### src/rtl/alu_cmd_driver.sv
// Initiator for the 8-bit combinational ALU: takes commands over valid/ready,
// drives the ALU inputs, captures the result after a settle window, returns it.
module alu_cmd_driver #(
  parameter int SETTLE_CYCLES = 1,
  parameter int CNT_W         = 16
) (
  input  logic             clk,
  input  logic             rst_n,
  input  logic             cmd_valid,
  output logic             cmd_ready,
  input  logic [3:0]       cmd_op,
  input  logic [7:0]       cmd_opa,
  input  logic [7:0]       cmd_opb,
  output logic             rsp_valid,
  input  logic             rsp_ready,
  output logic [7:0]       rsp_result,
  output logic [3:0]       rsp_op,
  output logic             rsp_err,
  input  logic             sweep_start,
  output logic             sweep_busy,
  output logic             sweep_done,
  output logic [7:0]       alu_opa,
  output logic [7:0]       alu_opb,
  output logic [3:0]       alu_mux,
  input  logic [7:0]       alu_result,
  output logic [CNT_W-1:0] op_count
);

  typedef enum logic [1:0] {IDLE, SETTLE, RESP} state_t;

  localparam logic [3:0] SETTLE_LD = 4'(SETTLE_CYCLES);
  localparam logic [3:0] LAST_OP   = 4'hB;

  state_t     state, state_nxt;
  logic [3:0] settle_cnt;
  logic       pend_err;
  logic       pend_div0;
  logic [3:0] sweep_idx;
  logic [7:0] sweep_opa, sweep_opb;

  logic       take_cmd, take_sweep, retire, sweep_next, sweep_last, issue;
  logic [3:0] iss_op;
  logic [7:0] iss_opa, iss_opb;
  logic       iss_bad, iss_div0;

  // NOTE: every signal driven here gets a default first so no path leaves it
  // unassigned; a missing default would infer a latch.
  always_comb begin
    cmd_ready  = 1'b0;
    state_nxt  = state;
    take_sweep = (state == IDLE) && !sweep_busy && sweep_start;
    if (rst_n && (state == IDLE) && !sweep_busy && !sweep_start)
      cmd_ready = 1'b1;
    take_cmd   = cmd_valid && cmd_ready;
    retire     = (state == RESP) && rsp_ready;
    sweep_next = retire && sweep_busy && (sweep_idx != LAST_OP);
    sweep_last = retire && sweep_busy && (sweep_idx == LAST_OP);
    issue      = take_cmd || take_sweep || sweep_next;

    iss_op  = cmd_op;
    iss_opa = cmd_opa;
    iss_opb = cmd_opb;
    if (take_sweep) begin
      iss_op = 4'h0;
    end else if (sweep_next) begin
      iss_op  = sweep_idx + 4'd1;
      iss_opa = sweep_opa;
      iss_opb = sweep_opb;
    end
    iss_div0 = (iss_op == 4'h3) && (iss_opb == 8'h00);
    iss_bad  = (iss_op > LAST_OP) || iss_div0;

    case (state)
      IDLE:    if (issue) state_nxt = SETTLE;
      SETTLE:  if (settle_cnt == 4'd0) state_nxt = RESP;
      RESP:    if (retire) state_nxt = issue ? SETTLE : IDLE;
      default: state_nxt = IDLE;
    endcase
  end

  assign rsp_valid = (state == RESP);

  // NOTE: sequential state uses non-blocking assignments so every register
  // samples pre-edge values regardless of statement order.
  always_ff @(posedge clk or negedge rst_n) begin
    if (!rst_n) state <= IDLE;
    else        state <= state_nxt;
  end

  // The settle window is one cycle for the ALU inputs to register plus
  // SETTLE_CYCLES; rejected commands use a zero-length window.
  always_ff @(posedge clk or negedge rst_n) begin
    if (!rst_n) begin
      settle_cnt <= '0;
      pend_err   <= 1'b0;
      pend_div0  <= 1'b0;
      alu_opa    <= '0;
      alu_opb    <= '0;
      alu_mux    <= '0;
      rsp_op     <= '0;
      rsp_result <= '0;
      rsp_err    <= 1'b0;
      op_count   <= '0;
    end else begin
      if (issue) begin
        rsp_op    <= iss_op;
        pend_err  <= iss_bad;
        pend_div0 <= iss_div0;
        if (iss_bad) begin
          settle_cnt <= 4'd0;
        end else begin
          settle_cnt <= SETTLE_LD;
          alu_opa    <= iss_opa;
          alu_opb    <= iss_opb;
          alu_mux    <= iss_op;
        end
      end else if ((state == SETTLE) && (settle_cnt != 4'd0)) begin
        settle_cnt <= settle_cnt - 4'd1;
      end

      if ((state == SETTLE) && (settle_cnt == 4'd0)) begin
        rsp_err    <= pend_err;
        rsp_result <= pend_err ? (pend_div0 ? 8'hFF : 8'h00) : alu_result;
      end

      if (retire) op_count <= op_count + CNT_W'(1);
    end
  end

  always_ff @(posedge clk or negedge rst_n) begin
    if (!rst_n) begin
      sweep_busy <= 1'b0;
      sweep_done <= 1'b0;
      sweep_idx  <= '0;
      sweep_opa  <= '0;
      sweep_opb  <= '0;
    end else begin
      sweep_done <= sweep_last;
      if (take_sweep) begin
        sweep_busy <= 1'b1;
        sweep_idx  <= 4'h0;
        sweep_opa  <= cmd_opa;
        sweep_opb  <= cmd_opb;
      end else if (sweep_next) begin
        sweep_idx <= sweep_idx + 4'd1;
      end else if (sweep_last) begin
        sweep_busy <= 1'b0;
      end
    end
  end

endmodule

### config.mk
export PLATFORM = sky130hd
export DESIGN_NAME = alu_cmd_driver
export DESIGN_NICKNAME = d
export VERILOG_FILES = /design/src/rtl/alu_cmd_driver.sv
export SDC_FILE = /design/constraint.sdc
export NUM_CORES = 1
export LEC_CHECK = 0
export CAP_MARGIN = 10
export CORE_MARGIN = 4
export CORE_UTILIZATION = 50
export CTS_CLUSTER_DIAMETER = 50
export DETAILED_ROUTE_END_ITERATION = 8
export HOLD_SLACK_MARGIN = 0.02
export MAX_ROUTING_LAYER = met4
export PLACE_DENSITY = 0.91
export SETUP_SLACK_MARGIN = 0.1
export SYNTH_ARGS = -nofsm -noshare
export SYNTH_HDL_FRONTEND = slang
export SYNTH_SLANG_ARGS = --single-unit
### constraint.sdc
create_clock -name clk -period 6.6 [get_ports clk]
set_input_delay 1.32 -clock clk [delete_from_list [all_inputs] [get_ports clk]]
set_output_delay 1.32 -clock clk [all_outputs]
set_load 0.05 [all_outputs]
## Word level (Yosys, flattened, before mapping)

Index checks and enable logic that the tools add are counted.

| storage, ports and cells | value |
|---|---|
| register bits | 79 |
| output and inout port bits | 53 |
| input port bits | 33 |
| logic and storage cells | 80 |

| operators by class | value |
|---|---|
| order comparisons | 1 |
| equal/unequal tests | 9 |
| bitwise gates (word level) | 1 |
| add/sub/neg operators | 3 |
| multiplexer cells | 22 |
| reduce and logical (&&, ||, !) cells | 28 |

Operators by type and width:

| operator | count |
|---|---|
| $mux W8 | 6 |
| $mux W4 | 6 |
| $add A16 B1 Y16 const B | 1 |
| $logic_and A1 B1 Y1 | 13 |
| $logic_not A8 Y1 | 1 |
| $mux W1 | 6 |
| $mux W2 | 3 |
| $ne A2 B2 Y1 const B | 3 |
| $pmux W2 S3 | 1 |
| $reduce_bool A2 Y1 | 3 |
| $add A4 B1 Y4 const B | 1 |
| $eq A4 B2 Y1 const B | 1 |
| $eq A4 B4 Y1 const B | 1 |
| $gt A4 B4 Y1 const B | 1 |
| $logic_not A4 Y1 | 1 |
| $ne A4 B4 Y1 const B | 1 |
| $reduce_and A2 Y1 | 2 |
| $reduce_bool A4 Y1 | 1 |
| $sub A4 B1 Y4 const B | 1 |
| $logic_or A1 B1 Y1 | 3 |
| $reduce_and A3 Y1 | 1 |
| $eq A2 B1 Y1 const B | 1 |
| $eq A2 B2 Y1 const B | 1 |
| $logic_not A1 Y1 | 2 |
| 3 further kinds | 3 |

## Longest topological paths before layout

| depth | value |
|---|---|
| word-level depth | 11 |
| depth in mapped cells | 7 |

## Least setup slack after synthesis

OpenSTA, ideal clock, no wires.

| timing | value |
|---|---|
| path type | input -> output |
| start | input port sweep_start |
| end | output port cmd_ready |
| buffers on the path | 0 |
| data arrival time | 2.069 ns |
| setup slack | 3.211 ns |
| data required time | 5.280 ns |
| stages | 2 |
| cells stage by stage | nor4_1 -> and2_1 |

| on the way | value |
|---|---|
| cells in the longest elaborated chain, start to end | 3 |

Ends and longest elaborated chain:

| element | RTL line | source |
|---|---|---|
| from (decl) | 19 | `input logic sweep_start,` |
| $logic_not A1 Y1 | 52 | `if (rst_n && (state == IDLE) && !sweep_busy && !sweep_start)` |
| $logic_and A1 B1 Y1 | 52 |  |
| $mux W1 | 52 |  |
| to (decl) | 10 | `output logic cmd_ready,` |

No other way between the ends.

## Worst setup path in the final report

Same ends and word-level chain as after synthesis.

==> results_dict.tcl <==
set metrics [dict create \
    status "completed" \
    p_total_w 0.00229 \
    synth_simple_gate_area_frac 0.229 \
    drv_slew 0 \
    coreArea_sq_um 7290 \
    die_h_um 95.1 \
    switching_power_w 0.000973 \
    ys_types 45 \
    min_period_ns 4.46 \
    hold_end "op_count[15]$_DFFE_PN0N_" \
    dp_hpwl_um 5990 \
    syn_nets 419 \
    seqPwrFrac 0.355 \
    synth-seq-cells 79 \
    drt-initial-drc-count 187 \
    clock_skew_ns 0.00997 \
    first_pass_iters 4 \
    dp_slack_ns 2.09 \
    postCtsResizedCells 0 \
    regArea_sq_um 1980 \
    p_leak_nw 2.29 \
    drt_wl_total_um 8480 \
    yosys-top-cells-area "dfrtp_1 (52%), nand2_1 (13%), mux2_4 (6.3%), xnor2_1 (3.2%), mux2i_1 (2.9%)" \
    post_cts_buffers 0 \
    switching_share 0.426 \
    track_usage 0.205 \
    power_density_nw_per_um2 464 \
    drc 0 \
    synth_top_area_cell "dfrtp_1" \
    synth_compound_area_frac 0.0654 \
    clock_latency_ns 0.35 \
    n_fill_cell 570 \
    grt_pass1_wl_um 14100 \
    rr_worst_depth 6 \
    synth_top_area_frac 0.522 \
    grt_pass1_vias 3039 \
    io_buffers 85 \
    synth_xor_xnor_area_share 0.0462 \
    final_antenna_net_count 0 \
    tightest_slew_ns 0.973 \
    dp.cells 552 \
    synth_adder_area_share 0.0132 \
    whs_path_depth 1 \
    rsz0062_at_grt "false" \
    grt_antenna_before_repair 0 \
    holdBufCountCts 0 \
    cts_tree "built" \
    syn_area_sq_um 3790 \
    diodes 0 \
    htree_levels 3 \
    min_period_over_period 0.676 \
    grt_max_degree 83 \
    reg2reg_setup_slack_ns 3.49 \
    clk_pin_slew_worst_paths_ns 0.09 \
    r2r_end "alu_opb[4]$_DFFE_PN0P_" \
    cts.sinks 79 \
    min_from "op_count[15]$_DFFE_PN0N_" \
    globalplace.congestion 0.832 \
    async_flop_share 1.00 \
    worstPathArrival_ns 3.14 \
    max_slew_margin 0.351 \
    worst-path-max-fanout 3 \
    rows 31 \
    hold_viol 0 \
    peakVddDrop_uv 229 \
    intPower_w 0.00131 \
    endpoint_kind "output pin" \
    synth_edf_count 0 \
    cts_buffers 9 \
    clock-root-buffer "clkbuf_8" \
    stdcell_count 568 \
    cts.path.max_buffers 2 \
    die_area_sq_um 9040 \
    synth_warnings 0 \
    final_layout_size_suffix_gt1_frac 0.0938 \
    die_w_um 95.1 \
    fmax_mhz 224 \
    setup_ws_ns 2.14 \
    grt_overflow_total 0 \
    drt-vias-per-instance 5.38 \
    ys_seq_area_frac 0.522 \
    muxShareOfSynthArea 0.0954 \
    rr_startpoint "sweep_idx[0]$_DFFE_PN0P_" \
    cap_violations 0 \
    setup_viol 0 \
    hold_class "reg -> reg" \
    cp.required_ns 5.28 \
    ys.flop_type "dfrtp_1" \
    synth_top_family_by_area "simple AND/OR/NAND/NOR gates" \
    start_kind "input pin" \
    wire_per_inst_um 14.9 \
    num_vias 3056 \
    num-nets-final 501 \
    clkPwrFrac 0.178 \
    final_core_util 0.676 \
    area_delta_synth_final_pct 30.0 \
    path_class "in -> out" \
    synthCells 382 \
    setup-tns-final_ns 0 \
    avgSynthCellArea_sq_um 9.92 \
    comb_power_share 0.467 \
    multi_input_area_sq_um 1710 \
    initial_core_util 0.520 \
    io_pins 86 \
]
==> layer usage <==
layer	part of all wire	up-vias	global-route usage
li1	-	1440	-
met1	0.43	1490	0.260
met2	0.49	113	0.332
met3	0.063	13	0.0339
met4	0.014	0	0.0757
met5	0	-	-
==> state kept, by name, indices dropped and copies added (netlist names), 2 cells and up <==
signal,flops
op_count,16
alu_opa,8
alu_opb,8
rsp_result,8
sweep_opa,8
sweep_opb,8
alu_mux,4
rsp_op,4
settle_cnt,4
sweep_idx,4
state,2
==> stage by stage <==
stage	hold slack, ns	area [sq um]
final	0.475	4930
after global routing	0.498	4930
after CTS	0.480	4930
after detailed placement	0.462	4700
after global placement	0.459	4700
after floorplan	0.446	3790
==> cells in the final DEF, fill, tap and decap left out, types with 4 or more instances in the layout <==
master	count
a21oi_1	4
clkbuf_8	10
clkdlybuf4s50_1	84
dfrtp_1	79
ha_1	4
inv_1	7
mux2_4	16
mux2i_1	11
nand2_1	128
nand2b_1	6
nand3_1	6
nand3b_1	4
nand4_1	6
nor2_1	16
nor3_1	4
nor4_1	5
o21ai_0	18
xnor2_1	14
xor2_1	6
==> power by group through the flow <==
stage | Sequential [W] | Combinational (W) | Clock (W)
global placement | 0.000811 | 0.00105 | 0
floorplan | 0.00116 | 0.000391 | 0
detailed placement | 0.000815 | 0.00108 | 0
global route | 0.000840 | 0.00114 | 0.000437
CTS | 0.000811 | 0.00108 | 0.000413
finish | 0.000811 | 0.00107 | 0.000407
==> worst max-delay path, cell delays in order <==
cell	delay [ns]
clkdlybuf4s50_1	0.43
nor4_1	0.39
and2_1	0.20
clkdlybuf4s50_1	0.81
==> worst max-delay path by stage <==
stage,endpoint,startpoint
after floorplan,cmd_ready,sweep_start
after global placement,cmd_ready,rst_n
after detailed placement,cmd_ready,rst_n
after CTS,cmd_ready,rst_n
after global routing,cmd_ready,rst_n
final,cmd_ready,sweep_start
==> area by class of cell <==
type / instances / area share
repair buffers: 87 / 0.175
clock buffers: 10 / 0.0279
well taps: 99 / 0.0251
multi-input cells: 280 / 0.347
inverters: 7 / 0.00533
clock inverters: 6 / 0.0183
flip-flops and latches: 79 / 0.401
==> cells by family (layout without fill, tap and decap cells) <==
logic type / Yosys count / count (layout)
flops: 79 / 79
compound gates: 36 / 36
fa+ha+maj: 4 / 4
simple gates: 192 / 192
xor+xnor: 20 / 20
buf+inv: 23 / 110
mux: 28 / 28
==> synth_stat cells, types with 5 or more instances <==
library cell  number
xnor2_1           14
xor2_1             6
mux2i_1           11
nor2_1            16
o21ai_0           18
dfrtp_1           79
mux2_4            16
nand3_1            6
nor4_1             5
clkbuf_1          10
nand2_1          128
nand2b_1           6
nand4_1            6
inv_1              7
No activity file was read; power rests on OpenSTA's default activity.
